[src/rtl/vram_arbiter.sv]
// Single-port text VRAM arbiter: display fetch > clear engine > host write.
// Define CLEAR_ENGINE_EN to build the clear-screen engine; otherwise clr_* is inert.
module vram_arbiter #(
  parameter int DEPTH  = 3600,
  parameter int ADDR_W = 12,
  parameter int DATA_W = 16
) (
  input  logic              clk,
  input  logic              rst,
  input  logic              disp_req,
  input  logic [ADDR_W-1:0] disp_addr,
  output logic [DATA_W-1:0] disp_rdata,
  output logic              disp_rvalid,
  input  logic              host_valid,
  output logic              host_ready,
  input  logic [ADDR_W-1:0] host_addr,
  input  logic [DATA_W-1:0] host_wdata,
  input  logic              clr_start,
  input  logic [DATA_W-1:0] clr_fill,
  output logic              clr_busy,
  output logic              clr_done,
  output logic              ram_en,
  output logic              ram_we,
  output logic [ADDR_W-1:0] ram_addr,
  output logic [DATA_W-1:0] ram_wdata,
  input  logic [DATA_W-1:0] ram_rdata
);

  localparam logic [ADDR_W-1:0] LAST_ADDR = ADDR_W'(DEPTH - 1);

  logic              clr_wr;
  logic [ADDR_W-1:0] clr_addr;
  logic [DATA_W-1:0] clr_wdata;
  logic              host_block;
  logic              host_wr;

`ifdef CLEAR_ENGINE_EN
  typedef enum logic {S_IDLE, S_CLEAR} state_t;

  state_t            state_q, state_d;
  logic [ADDR_W-1:0] cnt_q, cnt_d;
  logic [DATA_W-1:0] fill_q, fill_d;
  logic              busy_q, busy_d;
  logic              done_q, done_d;

  always_comb begin
    state_d = state_q;
    cnt_d   = cnt_q;
    fill_d  = fill_q;
    busy_d  = busy_q;
    done_d  = 1'b0;
    case (state_q)
      S_IDLE: begin
        if (clr_start) begin
          state_d = S_CLEAR;
          cnt_d   = '0;
          fill_d  = clr_fill;
          busy_d  = 1'b1;
        end
      end
      S_CLEAR: begin
        // A display fetch owns the RAM this cycle, so the sweep stalls.
        if (!disp_req) begin
          if (cnt_q == LAST_ADDR) begin
            state_d = S_IDLE;
            cnt_d   = '0;
            busy_d  = 1'b0;
            done_d  = 1'b1;
          end else begin
            cnt_d = cnt_q + ADDR_W'(1);
          end
        end
      end
      default: state_d = S_IDLE;
    endcase
  end

  always_ff @(posedge clk or posedge rst) begin
    if (rst) begin
      state_q <= S_IDLE;
      cnt_q   <= '0;
      busy_q  <= 1'b0;
      done_q  <= 1'b0;
    end else begin
      state_q <= state_d;
      cnt_q   <= cnt_d;
      busy_q  <= busy_d;
      done_q  <= done_d;
    end
  end

  always_ff @(posedge clk) begin
    fill_q <= fill_d;
  end

  assign clr_wr     = (state_q == S_CLEAR);
  assign clr_addr   = cnt_q;
  assign clr_wdata  = fill_q;
  assign host_block = busy_q || (clr_start && (state_q == S_IDLE));
  assign clr_busy   = busy_q;
  assign clr_done   = done_q;
`else
  logic unused_clr;

  assign unused_clr = ^{clr_start, clr_fill};
  assign clr_wr     = 1'b0;
  assign clr_addr   = '0;
  assign clr_wdata  = '0;
  assign host_block = 1'b0;
  assign clr_busy   = 1'b0;
  assign clr_done   = 1'b0;
`endif

  assign host_ready = !disp_req && !host_block;
  // Out-of-range host writes complete the handshake but never reach the RAM.
  assign host_wr    = host_valid && host_ready && (host_addr <= LAST_ADDR);

  always_comb begin
    ram_en    = 1'b0;
    ram_we    = 1'b0;
    ram_addr  = disp_addr;
    ram_wdata = host_wdata;
    if (disp_req) begin
      ram_en   = 1'b1;
      ram_addr = disp_addr;
    end else if (clr_wr) begin
      ram_en    = 1'b1;
      ram_we    = 1'b1;
      ram_addr  = clr_addr;
      ram_wdata = clr_wdata;
    end else if (host_wr) begin
      ram_en    = 1'b1;
      ram_we    = 1'b1;
      ram_addr  = host_addr;
      ram_wdata = host_wdata;
    end
  end

  logic              vld_p1_q, vld_p1_d;
  logic              vld_p2_q, vld_p2_d;
  logic [DATA_W-1:0] rdata_p2_q, rdata_p2_d;

  always_comb begin
    vld_p1_d   = disp_req;
    vld_p2_d   = vld_p1_q;
    rdata_p2_d = vld_p1_q ? ram_rdata : rdata_p2_q;
  end

  // p1: RAM read in flight; p2: read data captured and presented.
  always_ff @(posedge clk or posedge rst) begin
    if (rst) begin
      vld_p1_q   <= 1'b0;
      vld_p2_q   <= 1'b0;
      rdata_p2_q <= '0;
    end else begin
      vld_p1_q   <= vld_p1_d;
      vld_p2_q   <= vld_p2_d;
      rdata_p2_q <= rdata_p2_d;
    end
  end

  assign disp_rvalid = vld_p2_q;
  assign disp_rdata  = rdata_p2_q;

endmodule
[config.mk]
export PLATFORM = sky130hd
export DESIGN_NAME = vram_arbiter
export DESIGN_NICKNAME = d
export VERILOG_FILES = /design/src/rtl/vram_arbiter.sv
export SDC_FILE = /design/constraint.sdc
export NUM_CORES = 1
export LEC_CHECK = 0
export ABC_AREA = 1
export ABC_CLOCK_PERIOD_IN_PS = 2800
export CORE_MARGIN = 2
export CORE_UTILIZATION = 28
export DETAILED_ROUTE_END_ITERATION = 7
export PLACE_DENSITY = 0.86
export SKIP_LAST_GASP = 1
export SYNTH_ARGS = -nofsm -noshare
export SYNTH_HDL_FRONTEND = slang
export SYNTH_SLANG_ARGS = --single-unit
[constraint.sdc]
create_clock -name clk -period 2.8 [get_ports clk]
set_input_delay 0.28 -clock clk [delete_from_list [all_inputs] [get_ports clk]]
set_output_delay 0.28 -clock clk [all_outputs]
set_load 0.02 [all_outputs]
==> qor.txt, run 1 <==
hold buffer count at CTS -> 0
initial antenna violation count -> 0
clk_skew -> 1.198 ps
Clk pwr share -> 26.6%
Max Cap Viol -> 0
core area -> 3606 um^2
status -> complete, no violations
DRC viols -> 0
Die Y -> 64.83 um
switching power -> 201.9 uW
CP Launch Type -> input pin
Top FF cell, synth -> dfrtp_1
WP data required -> 2520 ps
pin count of the biggest net entering global routing -> 19
vias in the first global route -> 874
final worst-path cycle share -> 85.39%
Starting Density -> 28.73%
final hold vios -> 0
register area share after synthesis -> 43.48%
logic gate share of total power -> 34.1%
total wire length -> 2396 um
row count -> 22
All-Layer GR Usage -> 11.35%
r2r endpoint -> disp_rdata[3]
cell area power density -> 439.9 nW/um^2
crit-path max cell delay -> 610 ps
most common cell in the netlist -> nand2_1
# H-tree levels -> 1
Die W -> 64.83 um
post-DR wirelength/cell -> 11.14 um
Sequential Power Share -> 39.3%
CP max stage cell -> clkdlybuf4s50_1
P&R area growth vs syn -> 67.15%
number of fill cells -> 325
TritonRoute pass-1 iters -> 3
post-synthesis instance total -> 109
Setup WS post-layout -> 409.1 ps
initial DRC count -> 42
Switching Share -> 26.50%
area leader, netlist -> dfrtp_1
synth top area cells -> dfrtp_1 43%, mux2_2 17%, buf_4 14%, nand2_1 9.4%, nand3_1 6.3%
vias after detailed routing -> 931
Cell Int Power -> 560.0 uW
CP delay by family, top -> buffers and inverters
Yosys top cell area share -> 43.48%
Final Max Slew Viols -> 0
CP Capture Type -> output port
GP Congestion -> 0.7042
Worst Path Class, Setup -> in2out
CTS tree -> yes
Die Footprint -> 4202 um^2
asr flop ratio synth -> 100.0%
I/O Pins -> 127
Crit path top cell by count -> nand2_1
TritonCTS buffer count -> 3
reg2reg path depth -> 1
CP Buf/Inv Count -> 2
Max VDD drop -> 0.0001860 V
post-CTS setup repair buffer count -> 0
I/O Buffers -> 75
clock buffer depth -> 2
Hold/Removal Path Class -> in2async
setup tns final -> 0 ps
clock slew at reported path FFs -> 60 ps
Synth warnings -> 0
# resized after CTS -> 0
Critical R2R Launch -> vld_p1_q
Leak Pwr -> 0.7634 nW
post-DP HPWL -> 1965 um
pre-CTS setup slack -> 413.6 ps
Skew-Pair Late Insertion Delay -> 250 ps
first-pass GRT wire length -> 3767 um
Syn Area/Cell -> 9.505 um^2
clock net sink count -> 18
final setup vio count -> 0
Vias/cell -> 4.330
layout cells sized above 1 -> 14.37%
Detail Route Antenna Nets -> 0
Reg2Reg Setup Slack -> 1520 ps
Post-synth EDFFs -> 0
RSZ-0062 raised after global routing -> false
Max Fclk -> 418.2 MHz
Slew headroom -> 56.65%
post-route design area -> 1732 um^2
Diodes inserted -> 0
final core occ -> 48.02%
worst-margin pin slew -> 650.3 ps
Nets -> 245
clk root buf -> clkbuf_8
hold_ws -> 422.0 ps
DP Area -> 1677 um^2
top post-synthesis cells by count -> 26 x nand2_1, 19 x buf_4, 18 x dfrtp_1, 16 x mux2_2, 13 x nand3_1
crit path cell chain -> clkdlybuf4s50_1 > nand2_1 > nor2_1 > nand2_2 > nand2_4 > nand2_1 > nand2_1 > clkdlybuf4s50_1
Final min period -> 2391 ps
cell area after synthesis -> 1036 um^2
Worst Path Arrival -> 2110 ps
worst-path fanout max -> 14
Cell variety after synth -> 13
Congestion Overflow GR -> 0
Synth Register Bits -> 18
## per-layer routing
layer	share of wire, %	up-vias	track usage [%]
met4	1.1	0	4.255
met3	12	6	3.299
li1	-	441	-
met2	49	75	21.26
met5	0	-	0
met1	38	409	11.81
## sequential cells by signal (all words and copies together), names as in the netlist
signal / flops
vld_p1_q: 1
disp_rvalid: 1
disp_rdata: 16
## worst max-delay path by stage
stage	start	to	cells past startpoint
after global placement	host_addr[10]	ram_addr[1]	8
after global routing	host_addr[10]	ram_addr[1]	8
after CTS	host_addr[10]	ram_addr[1]	8
after detailed placement	host_addr[10]	ram_addr[1]	8
final	host_addr[10]	ram_addr[1]	8
after floorplan	host_valid	ram_addr[10]	5
## power by group through the flow
stage,clock (mW),combinational (mW),sequential (mW)
floorplan,0,0.123,0.331
global placement,0,0.259,0.304
detailed placement,0,0.262,0.305
CTS,0.210,0.262,0.300
global route,0.228,0.278,0.303
finish,0.203,0.260,0.299
## cells by family (layout without fill, tap and decap cells)
family,Yosys count,after routing,synth area share (%)
buffers and inverters,29,86,19.69
flip-flops,18,18,43.48
multiplexers,16,16,17.39
other,1,2,0.3620
AND/OR/NAND/NOR,45,45,19.08
## layout by cell type (no fill, tap or decap)
cell,count
clkbuf_8,4
buf_4,1
nand2_2,1
nand2_1,26
nor2_1,3
mux2_2,16
inv_1,6
conb_1,2
nand3_1,13
nand2_4,1
nor2_2,1
dfrtp_1,18
clkdlybuf4s50_1,75
## per-stage QoR
step           std cells  total power [mW]
2_1_floorplan        110            0.4539
3_3_place_gp         211            0.5630
3_5_place_dp         211            0.5664
4_1_cts              215            0.7720
5_1_grt              215            0.8094
6_report             215            0.7618
## area by class of cell
cell class              count  area (um^2)  area share (%)
clock buffers               4        55.05           3.179
well taps                  48        60.06           3.468
inverters                   6        22.52           1.301
repair buffers             76        758.2           43.79
flip-flops and latches     18        450.4           26.01
multi-input cells          63        385.4           22.25
(Power assumes the default switching activity.)
==> inputs of run 2 (changes only) <==
--- a/config.mk
+++ b/config.mk
@@ -9,6 +9,7 @@
 export ABC_CLOCK_PERIOD_IN_PS = 2800
 export CORE_MARGIN = 2
 export CORE_UTILIZATION = 28
+export CTS_CLUSTER_SIZE = 12
 export DETAILED_ROUTE_END_ITERATION = 7
 export PLACE_DENSITY = 0.86
 export SKIP_LAST_GASP = 1
==> results of run 2 <==
Final layout, timing and power as in run 1 (identical DEF).
